## src/rtl/dmem_arbiter.sv

```systemverilog
// dmem_arbiter: shares the single-port data memory between the core load/store
// path and a DMA/debug port. The core wins by default; a starvation counter
// promotes the DMA after STARVE_LIMIT denied cycles.
// Optional burst lock is built only when DMEM_ARB_LOCK_EN is defined.
//
// state    | meaning
// ---------+-------------------------------------------------------------
// CORE_PRI | core owns priority, DMA served on idle core cycles
// DMA_PRI  | DMA promoted by starvation, owns priority for one grant
// DMA_LOCK | DMA holds priority for a locked burst (lock build only)

module dmem_arbiter #(
    parameter int STARVE_LIMIT = 4,
    parameter int MAX_BURST    = 8
) (
    input  logic        clk,
    input  logic        reset,
    input  logic        c_req,
    input  logic        c_we,
    input  logic [31:0] c_addr,
    input  logic [31:0] c_wdata,
    output logic        c_gnt,
    output logic [31:0] c_rdata,
    input  logic        d_req,
    input  logic        d_we,
    input  logic [31:0] d_addr,
    input  logic [31:0] d_wdata,
    input  logic        d_lock,
    output logic        d_gnt,
    output logic [31:0] d_rdata,
    output logic [31:0] mem_addr,
    output logic [31:0] mem_wdata,
    output logic        mem_we,
    input  logic [31:0] mem_rdata
);

    localparam int SW = $clog2(STARVE_LIMIT + 1);
    localparam logic [SW-1:0] STARVE_MAX = SW'(STARVE_LIMIT);

`ifdef DMEM_ARB_LOCK_EN
    localparam int BW = $clog2(MAX_BURST + 1);
    localparam logic [BW-1:0] BURST_LAST = BW'(MAX_BURST - 1);

    typedef enum logic [1:0] {
        CORE_PRI = 2'd0,
        DMA_PRI  = 2'd1,
        DMA_LOCK = 2'd2
    } state_t;

    logic [BW-1:0] burst_cnt;
    logic [BW-1:0] burst_next;
`else
    typedef enum logic [1:0] {
        CORE_PRI = 2'd0,
        DMA_PRI  = 2'd1
    } state_t;

    logic unused_lock;
    assign unused_lock = d_lock;
`endif

    state_t        state;
    state_t        state_next;
    logic [SW-1:0] starve_cnt;
    logic [SW-1:0] starve_next;

    // Grants depend only on registered state and requests, never on mem_rdata.
    always_comb begin
        c_gnt = 1'b0;
        d_gnt = 1'b0;
        if (!reset) begin
            if (state == CORE_PRI) begin
                c_gnt = c_req;
                d_gnt = d_req & ~c_req;
            end else begin
                d_gnt = d_req;
                c_gnt = c_req & ~d_req;
            end
        end
    end

    // Route the granted port to the memory; idle bus drives zeros.
    always_comb begin
        mem_addr  = 32'd0;
        mem_wdata = 32'd0;
        mem_we    = 1'b0;
        if (c_gnt) begin
            mem_addr  = c_addr;
            mem_wdata = c_wdata;
            mem_we    = c_we;
        end else if (d_gnt) begin
            mem_addr  = d_addr;
            mem_wdata = d_wdata;
            mem_we    = d_we;
        end
    end

    assign c_rdata = (c_gnt & ~c_we) ? mem_rdata : 32'd0;
    assign d_rdata = (d_gnt & ~d_we) ? mem_rdata : 32'd0;

    // Count consecutive denied DMA cycles, saturating at the limit.
    always_comb begin
        starve_next = starve_cnt;
        if (!d_req || d_gnt) begin
            starve_next = '0;
        end else if (starve_cnt != STARVE_MAX) begin
            starve_next = starve_cnt + SW'(1);
        end
    end

    // Priority ownership transitions.
    always_comb begin
        state_next = state;
`ifdef DMEM_ARB_LOCK_EN
        burst_next = burst_cnt;
`endif
        case (state)
            CORE_PRI: begin
`ifdef DMEM_ARB_LOCK_EN
                if (d_gnt && d_lock) begin
                    state_next = DMA_LOCK;
                    burst_next = BW'(1);
                end else
`endif
                if (starve_next == STARVE_MAX) begin
                    state_next = DMA_PRI;
                end
            end
            DMA_PRI: begin
`ifdef DMEM_ARB_LOCK_EN
                if (d_gnt && d_lock) begin
                    state_next = DMA_LOCK;
                    burst_next = BW'(1);
                end else
`endif
                if (d_gnt || !d_req) begin
                    state_next = CORE_PRI;
                end
            end
`ifdef DMEM_ARB_LOCK_EN
            DMA_LOCK: begin
                if (!d_lock || !d_req) begin
                    state_next = CORE_PRI;
                    burst_next = '0;
                end else if (d_gnt) begin
                    // Forced release: the core gets priority for at least one cycle.
                    if (burst_cnt == BURST_LAST) begin
                        state_next = CORE_PRI;
                        burst_next = '0;
                    end else begin
                        burst_next = burst_cnt + BW'(1);
                    end
                end
            end
`endif
            default: state_next = CORE_PRI;
        endcase
    end

    // Arbitration state registers; reset aborts any burst in progress.
    always_ff @(posedge clk) begin
        if (reset) begin
            state      <= CORE_PRI;
            starve_cnt <= '0;
`ifdef DMEM_ARB_LOCK_EN
            burst_cnt  <= '0;
`endif
        end else begin
            state      <= state_next;
            starve_cnt <= starve_next;
`ifdef DMEM_ARB_LOCK_EN
            burst_cnt  <= burst_next;
`endif
        end
    end

endmodule

```

## config.mk

```make
export PLATFORM = sky130hd
export DESIGN_NAME = dmem_arbiter
export DESIGN_NICKNAME = d
export VERILOG_FILES = /design/src/rtl/dmem_arbiter.sv
export SDC_FILE = /design/constraint.sdc
export NUM_CORES = 1
export LEC_CHECK = 0
export BUFFER_PORTS_ARGS = -buffer_cell sky130_fd_sc_hd__clkbuf_2
export CAP_MARGIN = 20
export CELL_PAD_IN_SITES_DETAIL_PLACEMENT = 0
export CELL_PAD_IN_SITES_GLOBAL_PLACEMENT = 1
export CORE_MARGIN = 8
export CORE_UTILIZATION = 13
export DETAILED_ROUTE_END_ITERATION = 16
export PLACE_DENSITY_LB_ADDON = 0.2
export SLEW_MARGIN = 10
export SYNTH_ARGS = -nofsm -noshare
export SYNTH_HDL_FRONTEND = slang
export SYNTH_SLANG_ARGS = --single-unit
```

## constraint.sdc

```tcl
create_clock -name clk -period 1.85 [get_ports clk]
set_input_delay 0.37 -clock clk [delete_from_list [all_inputs] [get_ports clk]]
set_output_delay 0.37 -clock clk [all_outputs]
set_load 0.005 [all_outputs]
```

==> flow_summary.yaml <==
run_status:
  status: "complete, no violations"
floorplanning:
  chipHeight_um: 120
  row_count: 37
  start_util_pct: 13.4
  pin_count: 298
  coreArea_um2: 10400
  dieWidth_um: 120
  dieArea_um2: 14300
grt:
  grt_usage_pct: 13.1
  antenna_found_initial: 0
  grt_pass1_vias: 2769
  grt_pass1_wl_um: 15100
  grt_max_degree: 35
  grt-ovfl-total: 0
final_layout:
  insertedDiodeCount: 0
  n_fill_cell: 1121
  final_layout_size_suffix_gt1_share_pct: 68.3
  area_delta_synth_final_pct: 140
  nets: 647
timing:
  finalCritPeriodShare_pct: 99.1
  fin_worst_skew_ps: 0.953
  setup_viol: 0
  maxSlewHeadroom_pct: 71.2
  max_slew.worst_pin.slew_ps: 421
  hold_slack_ps: 560
  fin_setup_tns_ps: 0
  max_clock_freq_mhz: 546
  finalMaxSlewViolations: 0
  rsz0062_at_grt: "yes"
  final.min_clock_period_ps: 1830
  hold_viol_final: 0
placed_design:
  io_buffer_count: 296
  gp_congestion: 0.799
  dpl.hpwl_um: 8820
worst_setup_path:
  cp_max_fo: 16
  path_delay_family: "buffers and inverters"
  slowest_stage: "dfxtp_4"
  end_kind: "output port"
  path_buf_inv: 3
  cp-start-kind: "flop"
  crit_arrival_ps: 1460
  path_cells: "a2111oi_4, buf_6, clkbuf_16, and2_1, buf_2"
  cp.required_ps: 1480
  critical_path_class: "flop to output port"
  max_stage_delay_ps: 360
power_and_ir_drop:
  ir_worst_vdd_mv: 0.112
  p_clk_share_pct: 21.0
  p_int_w: 0.000582
  powerDensity_nw_per_um2: 261
  pwr-share-comb_pct: 68.9
  seq_power_share_pct: 10.1
  leakage_nw: 2.02
  p_switching_w: 0.000292
  total_power_w: 0.000874
  switching_share_pct: 33.4
cts:
  holdBufCountCts: 0
  cts.sinks: 4
  clk_pin_slew_ps: 30
  cts_buffers: 3
  clock_latency_ps: 220
  cts.path.max_buffers: 2
  clock-root-buffer: "clkbuf_8"
  tritoncts: "done"
  htree_levels: 1
synth:
  synth_nets: 347
  syn_inst: 178
  ys_ff_latch: 4
  syn_avg_cell_area_um2: 7.82
  yosysSeqAreaShare_pct: 5.75
  yosys.cell_types.count: 25
  synthesis.area_um2: 1390
  synthTopCellsByCount: "a22o_1, and2_1, buf_4"
  synth_top_area_share_pct: 40.3
  synth_flop_cell: "dfxtp_1"
  synth-edff-count: 0
  ys_warn_count: 0
  yosys.area.top_type: "a22o_1"
  synthTopCellsByArea: "a22o_1, and2_1, dfxtp_1"
  async_flop_share_pct: 0
flow_run:
  maxCapViolations: 0
route:
  wl_per_cell_um: 18.2
  drc: 0
  viasPerCell: 4.27
  drtAntennaViolNets: 0
  drt-total-wl_um: 11200
  firstDrtPassIters: 4
  initialDrtViolationCount: 57
  vias: 2616
worst_hold_path:
  hold_class: "flop to flop"
## what timing repair did
action | in CTS | in global routing
resized for setup | 5 | 47
pin swaps | 2 | 14
setup buffers | 2 | 2
endpoints found under the hold margin | 0 | 0
setup endpoints to repair | 90 | 92
gates cloned | 2 | 6
## state kept, by name, summed over array words and instances (netlist names)
name and cells:
state 1, starve_cnt 3
## power by group through the flow
stage,clock (W),combinational (W),sequential (W)
after global placement,0,0.000539,0.0000908
after CTS,0.000189,0.000569,0.0000898
after global routing,0.000194,0.000655,0.0000885
after detailed placement,0,0.000540,0.0000909
final,0.000184,0.000602,0.0000884
after floorplan,0,0.000200,0.0000905
## logic make-up (layout without fill, tap and decap cells)
group	count (synthesis)	in the layout	share of synthesized area (%)
buffers and inverters	23	321	11.8
adder cells (fa/ha/maj)	2	2	1.80
AND/OR/NAND/NOR	79	79	35.2
AO/OA/AOI/OAI	69	69	44.8
flip-flops	4	4	5.75
XOR/XNOR	1	1	0.629
## worst min-delay path, delay by kind of cell (launching register included)
family,cells,cell delay (ps)
AND/OR/NAND/NOR,1,40
XOR/XNOR,1,150
flip-flops,1,320
## metrics by stage
stage               util, %  worst slack [ps]  cell area, um^2  instances
floorplan                 -               346             1390        178
global placement       29.1              15.2             3020        597
detailed placement     29.1             -25.8             3020        597
CTS                    30.3             -14.9             3140        604
global route           32.3             -40.0             3350        612
finish                 32.3              17.0             3350        612
## area by class of cell
class / instances / area, um^2 / share of cell area (%)
flip-flops and latches: 4 / 83.8 / 2.50
repair buffers: 315 / 1870 / 55.9
multi-input cells: 151 / 1170 / 35.0
inverters: 3 / 11.3 / 0.336
well taps: 136 / 170 / 5.08
clock buffers: 3 / 41.3 / 1.23
## final timing paths
check | startpoint | end | slack [ps] | depth (start not counted)
worst max register to register | starve_cnt[0] | state[0] | 270 | 5
worst min register to register | starve_cnt[0] | starve_cnt[0] | 560 | 2
worst min-delay path | starve_cnt[0] | starve_cnt[0] | 560 | 2
worst max-delay path | state[0] | c_rdata[0] | 20 | 5
## layer usage
metal | part of all wire, % | up-vias | global-route usage [%] | wire length, um
met5 | 0 | - | 0 | 0
met4 | 0.80 | 0 | 2.19 | 89
met3 | 10 | 6 | 4.74 | 1160
met2 | 53 | 182 | 25.8 | 5930
met1 | 36 | 1171 | 12.9 | 3980
li1 | - | 1257 | - | -
## cell usage in the layout, fill, tap and decap left out, types with 3 or more instances in the layout
master	instances
clkbuf_8	3
a22o_1	64
buf_6	3
clkbuf_2	258
clkbuf_16	6
buf_2	37
inv_1	3
buf_12	7
dfxtp_1	3
and2_1	64
No activity file was read; power rests on OpenSTA's default activity.
